===== src/rtl/mod_mult_serial_pkg.sv =====
// Shared types and default parameters for the bit-serial modular multiplier.
package mod_mult_serial_pkg;

    localparam int unsigned DEF_DATAWIDTH = 8;
    localparam int unsigned DEF_P         = 251;

    typedef enum logic [1:0] {
        ST_IDLE = 2'b00,
        ST_RUN  = 2'b01,
        ST_DONE = 2'b10
    } state_e;

endpackage : mod_mult_serial_pkg


===== src/rtl/mod_mult_serial_dbl_add.sv =====
// One interleaved iteration: next = ((2*acc mod P) + (bit ? ra : 0)) mod P.
module mod_dbl_add #(
    parameter int unsigned DATAWIDTH = 8,
    parameter int unsigned P         = 251
) (
    input  logic [DATAWIDTH-1:0] acc_i,
    input  logic [DATAWIDTH-1:0] ra_i,
    input  logic                 bit_i,
    output logic [DATAWIDTH-1:0] acc_nxt_c
);

    localparam int unsigned W1 = DATAWIDTH + 1;
    localparam logic [W1-1:0] P_EXT = W1'(P);

    logic [W1-1:0] dbl_c;
    logic [W1-1:0] dbl_red_c;
    logic [W1-1:0] sum_c;
    logic [W1-1:0] sum_red_c;

    // Double, reduce, conditionally add the multiplicand, reduce again.
    // Both inputs stay below P, so one subtraction per stage suffices.
    always_comb begin
        dbl_c     = {acc_i, 1'b0};
        dbl_red_c = (dbl_c >= P_EXT) ? (dbl_c - P_EXT) : dbl_c;
        sum_c     = bit_i ? (dbl_red_c + {1'b0, ra_i}) : dbl_red_c;
        sum_red_c = (sum_c >= P_EXT) ? (sum_c - P_EXT) : sum_c;
        acc_nxt_c = DATAWIDTH'(sum_red_c);
    end

endmodule : mod_dbl_add


===== src/rtl/mod_mult_serial.sv =====
// Bit-serial interleaved modular multiplier: product = (a * b) mod P.
module mod_mult_serial
    import mod_mult_serial_pkg::*;
#(
    parameter int unsigned DATAWIDTH = DEF_DATAWIDTH,
    parameter int unsigned P         = DEF_P
) (
    input  logic                 clk,
    input  logic                 rst_n,
    input  logic                 enable,
    input  logic [DATAWIDTH-1:0] a,
    input  logic [DATAWIDTH-1:0] b,
    output logic [DATAWIDTH-1:0] product,
    output logic                 outReady,
    output logic                 busy
);

    localparam int unsigned CW = (DATAWIDTH > 1) ? $clog2(DATAWIDTH) : 1;
    localparam logic [DATAWIDTH-1:0] P_W = DATAWIDTH'(P);

    state_e               st_q, st_d;
    logic [DATAWIDTH-1:0] ra_q, ra_d;
    logic [DATAWIDTH-1:0] rb_q, rb_d;
    logic [DATAWIDTH-1:0] acc_q, acc_d;
    logic [CW-1:0]        cnt_q, cnt_d;
    logic [DATAWIDTH-1:0] product_q, product_d;
    logic                 out_ready_q, out_ready_d;
    logic                 busy_q, busy_d;

    logic                 bit_c;
    logic [DATAWIDTH-1:0] acc_step_c;

    // Multiplier bit for the current iteration, MSB first.
    always_comb begin
        bit_c = rb_q[cnt_q];
    end

    mod_dbl_add #(
        .DATAWIDTH (DATAWIDTH),
        .P         (P)
    ) u_dbl_add (
        .acc_i     (acc_q),
        .ra_i      (ra_q),
        .bit_i     (bit_c),
        .acc_nxt_c (acc_step_c)
    );

    // Next-state and datapath control.
    always_comb begin
        st_d        = st_q;
        ra_d        = ra_q;
        rb_d        = rb_q;
        acc_d       = acc_q;
        cnt_d       = cnt_q;
        product_d   = product_q;
        out_ready_d = 1'b0;

        case (st_q)
            ST_IDLE: begin
                if (enable) begin
                    ra_d  = (a >= P_W) ? (a - P_W) : a;
                    rb_d  = b;
                    acc_d = '0;
                    cnt_d = CW'(DATAWIDTH - 1);
                    st_d  = ST_RUN;
                end
            end
            ST_RUN: begin
                acc_d = acc_step_c;
                if (cnt_q == '0) begin
                    st_d = ST_DONE;
                end else begin
                    cnt_d = cnt_q - CW'(1);
                end
            end
            ST_DONE: begin
                product_d   = acc_q;
                out_ready_d = 1'b1;
                st_d        = ST_IDLE;
            end
            default: begin
                st_d = ST_IDLE;
            end
        endcase

        busy_d = (st_d == ST_RUN) || (st_d == ST_DONE);
    end

    // State, operand and output registers; reset aborts any operation.
    always_ff @(posedge clk or negedge rst_n) begin
        if (!rst_n) begin
            st_q        <= ST_IDLE;
            ra_q        <= '0;
            rb_q        <= '0;
            acc_q       <= '0;
            cnt_q       <= '0;
            product_q   <= '0;
            out_ready_q <= 1'b0;
            busy_q      <= 1'b0;
        end else begin
            st_q        <= st_d;
            ra_q        <= ra_d;
            rb_q        <= rb_d;
            acc_q       <= acc_d;
            cnt_q       <= cnt_d;
            product_q   <= product_d;
            out_ready_q <= out_ready_d;
            busy_q      <= busy_d;
        end
    end

    assign product  = product_q;
    assign outReady = out_ready_q;
    assign busy     = busy_q;

endmodule : mod_mult_serial


===== config.mk =====
export PLATFORM = sky130hd
export DESIGN_NAME = mod_mult_serial
export DESIGN_NICKNAME = d
export VERILOG_FILES = /design/src/rtl/mod_mult_serial_pkg.sv /design/src/rtl/mod_mult_serial_dbl_add.sv /design/src/rtl/mod_mult_serial.sv
export SDC_FILE = /design/constraint.sdc
export NUM_CORES = 1
export LEC_CHECK = 0
export ABC_CLOCK_PERIOD_IN_PS = 6700
export CAP_MARGIN = 5
export CORE_MARGIN = 5
export CORE_UTILIZATION = 45
export CTS_CLUSTER_SIZE = 16
export DETAILED_ROUTE_END_ITERATION = 16
export GPL_TIMING_DRIVEN = 0
export PLACE_DENSITY_LB_ADDON = 0.2
export SYNTH_ARGS = -nofsm -noshare
export SYNTH_HDL_FRONTEND = slang
export SYNTH_HIERARCHICAL = 1
export SYNTH_SLANG_ARGS = --single-unit

===== constraint.sdc =====
create_clock -name clk -period 6.7 [get_ports clk]
set_clock_uncertainty 0.05 [all_clocks]
set_input_delay 0.67 -clock clk [delete_from_list [all_inputs] [get_ports clk]]
set_output_delay 0.67 -clock clk [all_outputs]
set_load 0.01 [all_outputs]

After elaboration in Yosys (flattened, before gate mapping)
Index checks and enable logic that the tools add are counted.
{"block": "totals", "register_bits": 39, "out_inout_bits": 10}
{"block": "op_classes", "addsub": 5, "magnitude_cmp": 4, "n_eq_ne": 6, "n_mux": 15, "n_reduce_logical": 7}
{"cell": "8-bit two-way mux", "count": 3}
{"cell": "9-bit by 8-bit greater-or-equal comparator with 1-bit output (second input constant)", "count": 2}
{"cell": "9-bit two-way mux", "count": 2}
{"cell": "8-bit case mux with 2 select lines", "count": 1}
{"cell": "8-bit subtractor (second input constant)", "count": 2}
{"cell": "9-bit by 8-bit adder with 9-bit output", "count": 1}
{"cell": "9-bit by 8-bit subtractor with 9-bit output (second input constant)", "count": 1}
{"cell": "8-bit greater-or-equal comparator (second input constant)", "count": 1}
{"cell": "3-bit two-way mux", "count": 2}
{"cell": "3-bit case mux with 2 select lines", "count": 1}
{"cell": "2-bit by 1-bit equality test with 1-bit output (second input constant)", "count": 2}
{"cell": "2-bit equality test (second input constant)", "count": 2}
{"cell": "3-bit by 4-bit < comparator with 1-bit output (second input constant)", "count": 1}
{"cell": "2-bit two-way mux", "count": 2}
{"cell": "2-bit != test (second input constant)", "count": 2}
{"cell": "2-bit case mux with 2 select lines", "count": 1}
{"cell": "2-bit AND reduction", "count": 2}
{"cell": "1-bit binary-select mux with 3-bit select", "count": 1}
{"cell": "3-bit logical NOT", "count": 1}
{"cell": "3-bit AND reduction", "count": 1}
{"cell": "3-bit by 1-bit subtractor with 3-bit output (second input constant)", "count": 1}
{"cell": "2-bit logical NOT", "count": 1}
{"cell": "1-bit two-way mux", "count": 2}
{"cell": "2-bit nonzero test", "count": 1}
{"cell": "1-bit logical OR", "count": 1}

Depth between registers and ports, before layout
{"block": "logic_depth", "word_depth": 7, "ltp_mapped": 17}

Modules after synthesis
The synthesis kept the hierarchy.
{"module": "mod_mult_serial", "instances": 1, "cells_per_inst": 159, "area_per_inst_um2": 1651.6}
{"module": "mod_dbl_add", "instances": 1, "cells_per_inst": 131, "area_per_inst_um2": 958.4}

Least setup slack after synthesis
Ideal clock, no wire load.
{"block": "synth_timing", "kind": "register to register", "start": "register acc_q[3]", "end": "register acc_q[1]", "setup_ps": 117, "arrival_time_ps": 3102, "required_ps": 6533, "setup_slack_ps": 3431, "stages_incl_launch_ff": 18, "period_less_slack_ps": 3269, "path_cell_list": "dfrtp_1 > buf_6 > and4_4 > and2_4 > nor2_1 > inv_1 > ha_1 > fa_1 > nand3_1 > a21oi_1 > o21a_1 > o21ai_0 > nand4b_4 > nor2_1 > a21oi_2 > mux2_4 > nand2_1 > nand2_1"}
{"block": "synth_via", "elab_chain_cells": 7, "word_cells_on_any_way": 9, "cone_classes": "add/sub: 3; order compare: 2; mux: 4"}
{"element": "from (decl)", "line": "mod_mult_serial.sv:24", "text": "logic [DATAWIDTH-1:0] acc_q, acc_d;"}
{"element": "from (signal assigned)", "line": "mod_mult_serial.sv:95", "text": "acc_q <= '0;"}
{"element": "from (signal assigned)", "line": "mod_mult_serial.sv:104", "text": "acc_q <= acc_d;"}
{"element": "9-bit by 8-bit subtractor with 9-bit output / 9-bit by 8-bit greater-or-equal comparator with 1-bit output (equally long branches)", "line": "mod_mult_serial_dbl_add.sv:24", "text": "dbl_red_c = (dbl_c >= P_EXT) ? (dbl_c - P_EXT) : dbl_c;"}
{"element": "9-bit two-way mux *", "line": "mod_mult_serial_dbl_add.sv:24"}
{"element": "9-bit by 8-bit adder with 9-bit output", "line": "mod_mult_serial_dbl_add.sv:25", "text": "sum_c = bit_i ? (dbl_red_c + {1'b0, ra_i}) : dbl_red_c;"}
{"element": "9-bit two-way mux *", "line": "mod_mult_serial_dbl_add.sv:25"}
{"element": "9-bit by 8-bit greater-or-equal comparator with 1-bit output / 8-bit subtractor (equally long branches)", "line": "mod_mult_serial_dbl_add.sv:26", "text": "sum_red_c = (sum_c >= P_EXT) ? (sum_c - P_EXT) : sum_c;"}
{"element": "8-bit two-way mux *", "line": "mod_mult_serial_dbl_add.sv:26"}
{"element": "net acc_step_c[1]", "line": "mod_mult_serial.sv:31", "text": "logic [DATAWIDTH-1:0] acc_step_c;"}
{"element": "8-bit case mux with 2 select lines *", "line": "mod_mult_serial.sv:58", "text": "case (st_q)"}
The timed path passes the listed nets; every way through them passes the cells marked *.
A chain may end at the register's enable or synchronous reset.

Worst setup path after layout
{"block": "layout_timing", "start": "register acc_q[3]", "end": "register acc_q[3]"}
The elaborated chain is that of the path after synthesis.

==> results.md <==
- For this run, the number of Yosys warnings is 6.
- The final-report max-slew violation count came to 0.
- The post-detailed-route wirelength per cell is 14.2 µm.
- The insertion delay of the later-clocked pin in the worst-skew pair is 0.29 ns.
- The analysis attributes to cell leakage a power of 1.39 nW.
- Tracing the worst setup path back leads to its startpoint at acc_q[3].
- Of all flip-flops after synthesis, the portion carrying an async set or reset was 1.00.
- The proportion of layout cells with a drive suffix above 1 is 0.132.
- The first global-routing pass estimated 9920 µm of wire.
- Across all hold checks on the routed design, the worst slack comes to 0.426 ns.
- Synthesis instantiated 59 different standard cells from the library.
- The total wire length after detailed routing is 5660 µm.
- The category of cells accounting for the largest share of critical-path delay is compound AO/OA/AOI/OAI gates.
- The register-to-register setup slack is 3.01 ns.
- The number of global-route vias before repair is 2228.
- The maximum count of clock buffers along a single path is 2.
- The worst voltage drop across the vdd grid is 0.000270 V.
- The post-synthesis instance total is 290.
- Setup repair after global routing left no endpoint under its margin.
- The total clock buffers created by CTS is 5.
- Each instance of the synthesized netlist takes up on average 9.00 µm².
- The number of primary I/O pins is 29.
- Traced cell by cell, the critical path runs through buf_6 -> and4_4 -> and2_4 -> nor2_1 -> inv_1 -> ha_1 -> fa_1 -> nand3_1 -> a21oi_1 -> o21a_1 -> o31a_1 -> xnor2_2 -> o21bai_2 -> a21oi_1 -> a31o_2 -> nand2_1 -> nand2_1.
- The tool flagged a number of max-cap violations equal to 0.
- STA classifies the critical path startpoint as a flop.
- The critical path arrival is 3.83 ns.
- The detailed router finished its first iteration with 60 violations.
- The core region is 0.00557 mm².
- The critical path ends at acc_q[3].
- The number of nets in the finished design is 359.
- Dividing total power by cell area gives a power density of 559 mW/mm².
- After routing the design area is 0.00308 mm².
- Of the synthesized area, sequential elements account for 0.374.
- The critical-path maximum fanout is 10.
- The headroom to the max-slew limit is 0.437.
- For the worst setup path, the data required time is 6.83 ns.
- The total number of placement rows is 27.
- After global routing the overflow that remains totals 0.
- After detailed placement, the total cell area comes to 0.00298 mm².
- The global placement routability congestion is 0.876.
- Static timing analysis puts the maximum clock frequency at 271 MHz.
- The routed layout has 2166 vias.
- The worst hold path belongs to the class in2async.
- The cell area that synthesis handed to floorplanning was 0.00261 mm².
- The area added between synthesis and finish is 18.0%.
- Dividing the final minimum period by the clock period gives 0.551.
- The number of H-tree branching levels is 2.
- The leading register cell type out of synthesis is sky130_fd_sc_hd__dfrtp_1.
- The count of nets left with antenna violations once routing finished came out at 0.
- Post-CTS repair changed the size of 0 cells.
- Setup total negative slack on the finished layout was measured at 0 ns.
- The number of nets handed over by synthesis was 324.
- The register clock-pin slew on the reported worst setup and hold paths is 0.08 ns.
- Summing internal, switching and leakage power gives 1.72 mW.
- The pin count of the biggest net entering global routing is 40.
- The effective utilization at floorplan is 0.468.
- The smallest clock period supported by the final layout is computed as 3.69 ns.
- Measured on the finished design, the core utilization comes to 0.552.
- In this run the critical register-to-register path is launched from acc_q[3].
- TritonCTS built the clock tree.
- For this design, the CTS-stage hold fixing added 0 buffers.
- STA classifies the critical path endpoint as a flop.
- The capture point of the worst reg-to-reg path is acc_q[3].
- The number of antenna violations at the first check in global routing is 0.
- The cell sitting at the root of the clock tree is a sky130_fd_sc_hd__clkbuf_8.
- The synthesized design contains 39 register bits.
- The die area is 0.00742 mm².
- The TritonCTS sink count is 39.
- The half-perimeter wire length of the detailed placement result is 4380 µm.
- Using the TritonRoute via totals, the vias-per-cell ratio works out to 5.44.
- The horizontal die dimension is 86.2 µm.
- For the worst flop-to-flop path, the logic depth is 17.
- Across every metal layer, demand over resource in global routing totals 0.166.
- The total of endpoints with negative setup slack in the final report is 0.
- The post-CTS setup buffer count is 0.
- For this design, the slowest cell found on the critical path is sky130_fd_sc_hd__fa_1.
- The number of hold-slack violations in the final timing report is 0.
- The critical path in this run is classified as reg2reg.
- The number of optimization iterations in the first detailed-route pass is 4.
- The count of flip-flops with a built-in enable after synthesis is 0.
- The critical path depth in cells is 17.
- Counting both buffers and inverters, the worst setup path holds a total of 2.
- The flow ran to the end, and the final reports show no timing, DRC or antenna violations.
- Buffers placed on the I/O ports in this run total 28.
- The floorplan step set the die height to 86.2 µm.
- On the worst path, the slowest cell contributes a delay of 0.43 ns.
- At the pin with the least slew margin, the transition time is 0.845 ns.
- The number of diodes added for antenna fixing is 0.
- The DRC violation count after routing is 0.
==> registers in the layout, summed over array words and instances, names as in the netlist <==
name	cells
acc_q	8
busy	1
cnt_q	3
outReady	1
product	8
ra_q	8
rb_q	8
st_q	2
==> cells in the mapped netlist, drive strengths merged, types with 2 or more instances <==
cell type  count  share of area
nand2         66          0.095
a31o           2         0.0067
a31oi          4         0.0096
nor3           6          0.012
and2           3         0.0091
nor2b          6          0.017
xor2           2         0.0067
o31ai          2         0.0058
a21oi         13          0.026
inv            8          0.012
nor2          20          0.029
nand3         15          0.029
o21bai         3          0.010
dfrtp         39           0.37
buf            4          0.012
nand4          2         0.0048
xnor2          4          0.016
a211oi         2         0.0077
o211ai         3         0.0086
clkbuf         6         0.0086
mux2i          3          0.012
ha            14          0.067
o21ai         16          0.031
mux4           2          0.017
nand4b         3          0.016
or3            2         0.0048
mux2          12          0.053
nor3b          3          0.011
o31a           3          0.013
a21o           4          0.012
nand2b         3         0.0072
==> cell usage in the layout (no fill, tap or decap), drive strengths merged, types with 3 or more instances in the layout <==
cell and count:
a21o 4, a21oi 13, a31oi 4, and2 3, buf 5, clkbuf 13, clkdlybuf4s50 27, dfrtp 39
ha 14, inv 8, mux2 12, mux2i 3, nand2 66, nand2b 3, nand3 15, nand4b 3
nor2 20, nor2b 6, nor3 6, nor3b 3, o211ai 3, o21ai 16, o21bai 3, o31a 3
xnor2 4
==> metrics by stage <==
step                      instances  setup slack [ns]
after floorplan                 290              3.43
after global placement          390              3.10
after detailed placement        390              3.07
after CTS                       398              3.03
after global routing            398              2.74
final                           398              3.01
==> where the power goes <==
group	switching, mW	total [mW]	internal [mW]
Combinational	0.589	1.10	0.509
Clock	0.0820	0.176	0.0936
Sequential	0.106	0.449	0.342
==> worst reg2reg max path, stage by stage (launching register included) <==
cell                       delay (ns)
sky130_fd_sc_hd__dfrtp_1         0.41
sky130_fd_sc_hd__buf_6           0.15
sky130_fd_sc_hd__and4_4          0.19
sky130_fd_sc_hd__and2_4          0.18
sky130_fd_sc_hd__nor2_1          0.21
sky130_fd_sc_hd__inv_1           0.07
sky130_fd_sc_hd__ha_1            0.22
sky130_fd_sc_hd__fa_1            0.43
sky130_fd_sc_hd__nand3_1         0.14
sky130_fd_sc_hd__a21oi_1         0.10
sky130_fd_sc_hd__o21a_1          0.19
sky130_fd_sc_hd__o31a_1          0.27
sky130_fd_sc_hd__xnor2_2         0.32
sky130_fd_sc_hd__o21bai_2        0.22
sky130_fd_sc_hd__a21oi_1         0.10
sky130_fd_sc_hd__a31o_2          0.22
sky130_fd_sc_hd__nand2_1         0.06
sky130_fd_sc_hd__nand2_1         0.05
==> cell type report <==
cell class                      instances  area (µm²)
Clock buffer                            7        96.3
Inverter                                8        30.0
Timing Repair Buffer                   28         275
Clock inverter                          1        7.51
Fill cell                             529        2490
Tap cell                               72        90.1
Sequential cell                        39         976
Buffer                                 10        55.1
Multi-Input combinational cell        233        1550
==> kinds of logic (layout without fill, tap and decap cells) <==
logic type               count (synthesis)  after routing  synth area share
AND/OR/NAND/NOR                        136            136             0.256
flip-flops                              39             39             0.374
AO/OA/AOI/OAI                           59             59             0.158
buffers and inverters                   18             54            0.0326
multiplexers                            17             17            0.0820
XOR/XNOR                                 6              6            0.0230
adder cells (fa/ha/maj)                 15             15            0.0748
==> how the worst min path moves through the flow <==
stage,start,to,slack (ns),cells past startpoint
after floorplan,rst_n,acc_q[0],0.32,0
after global placement,rb_q[6],rb_q[6],0.40,2
after detailed placement,rb_q[2],rb_q[2],0.41,2
after CTS,rb_q[2],rb_q[2],0.43,2
after global routing,rb_q[4],rb_q[4],0.47,2
final,rst_n,rb_q[5],0.43,1
==> per-layer routing <==
layer	track usage	wire, µm
met5	0	0
met4	0.0691	87
met3	0.0221	158
met2	0.285	2770
met1	0.208	2640
(Power assumes the default switching activity.)
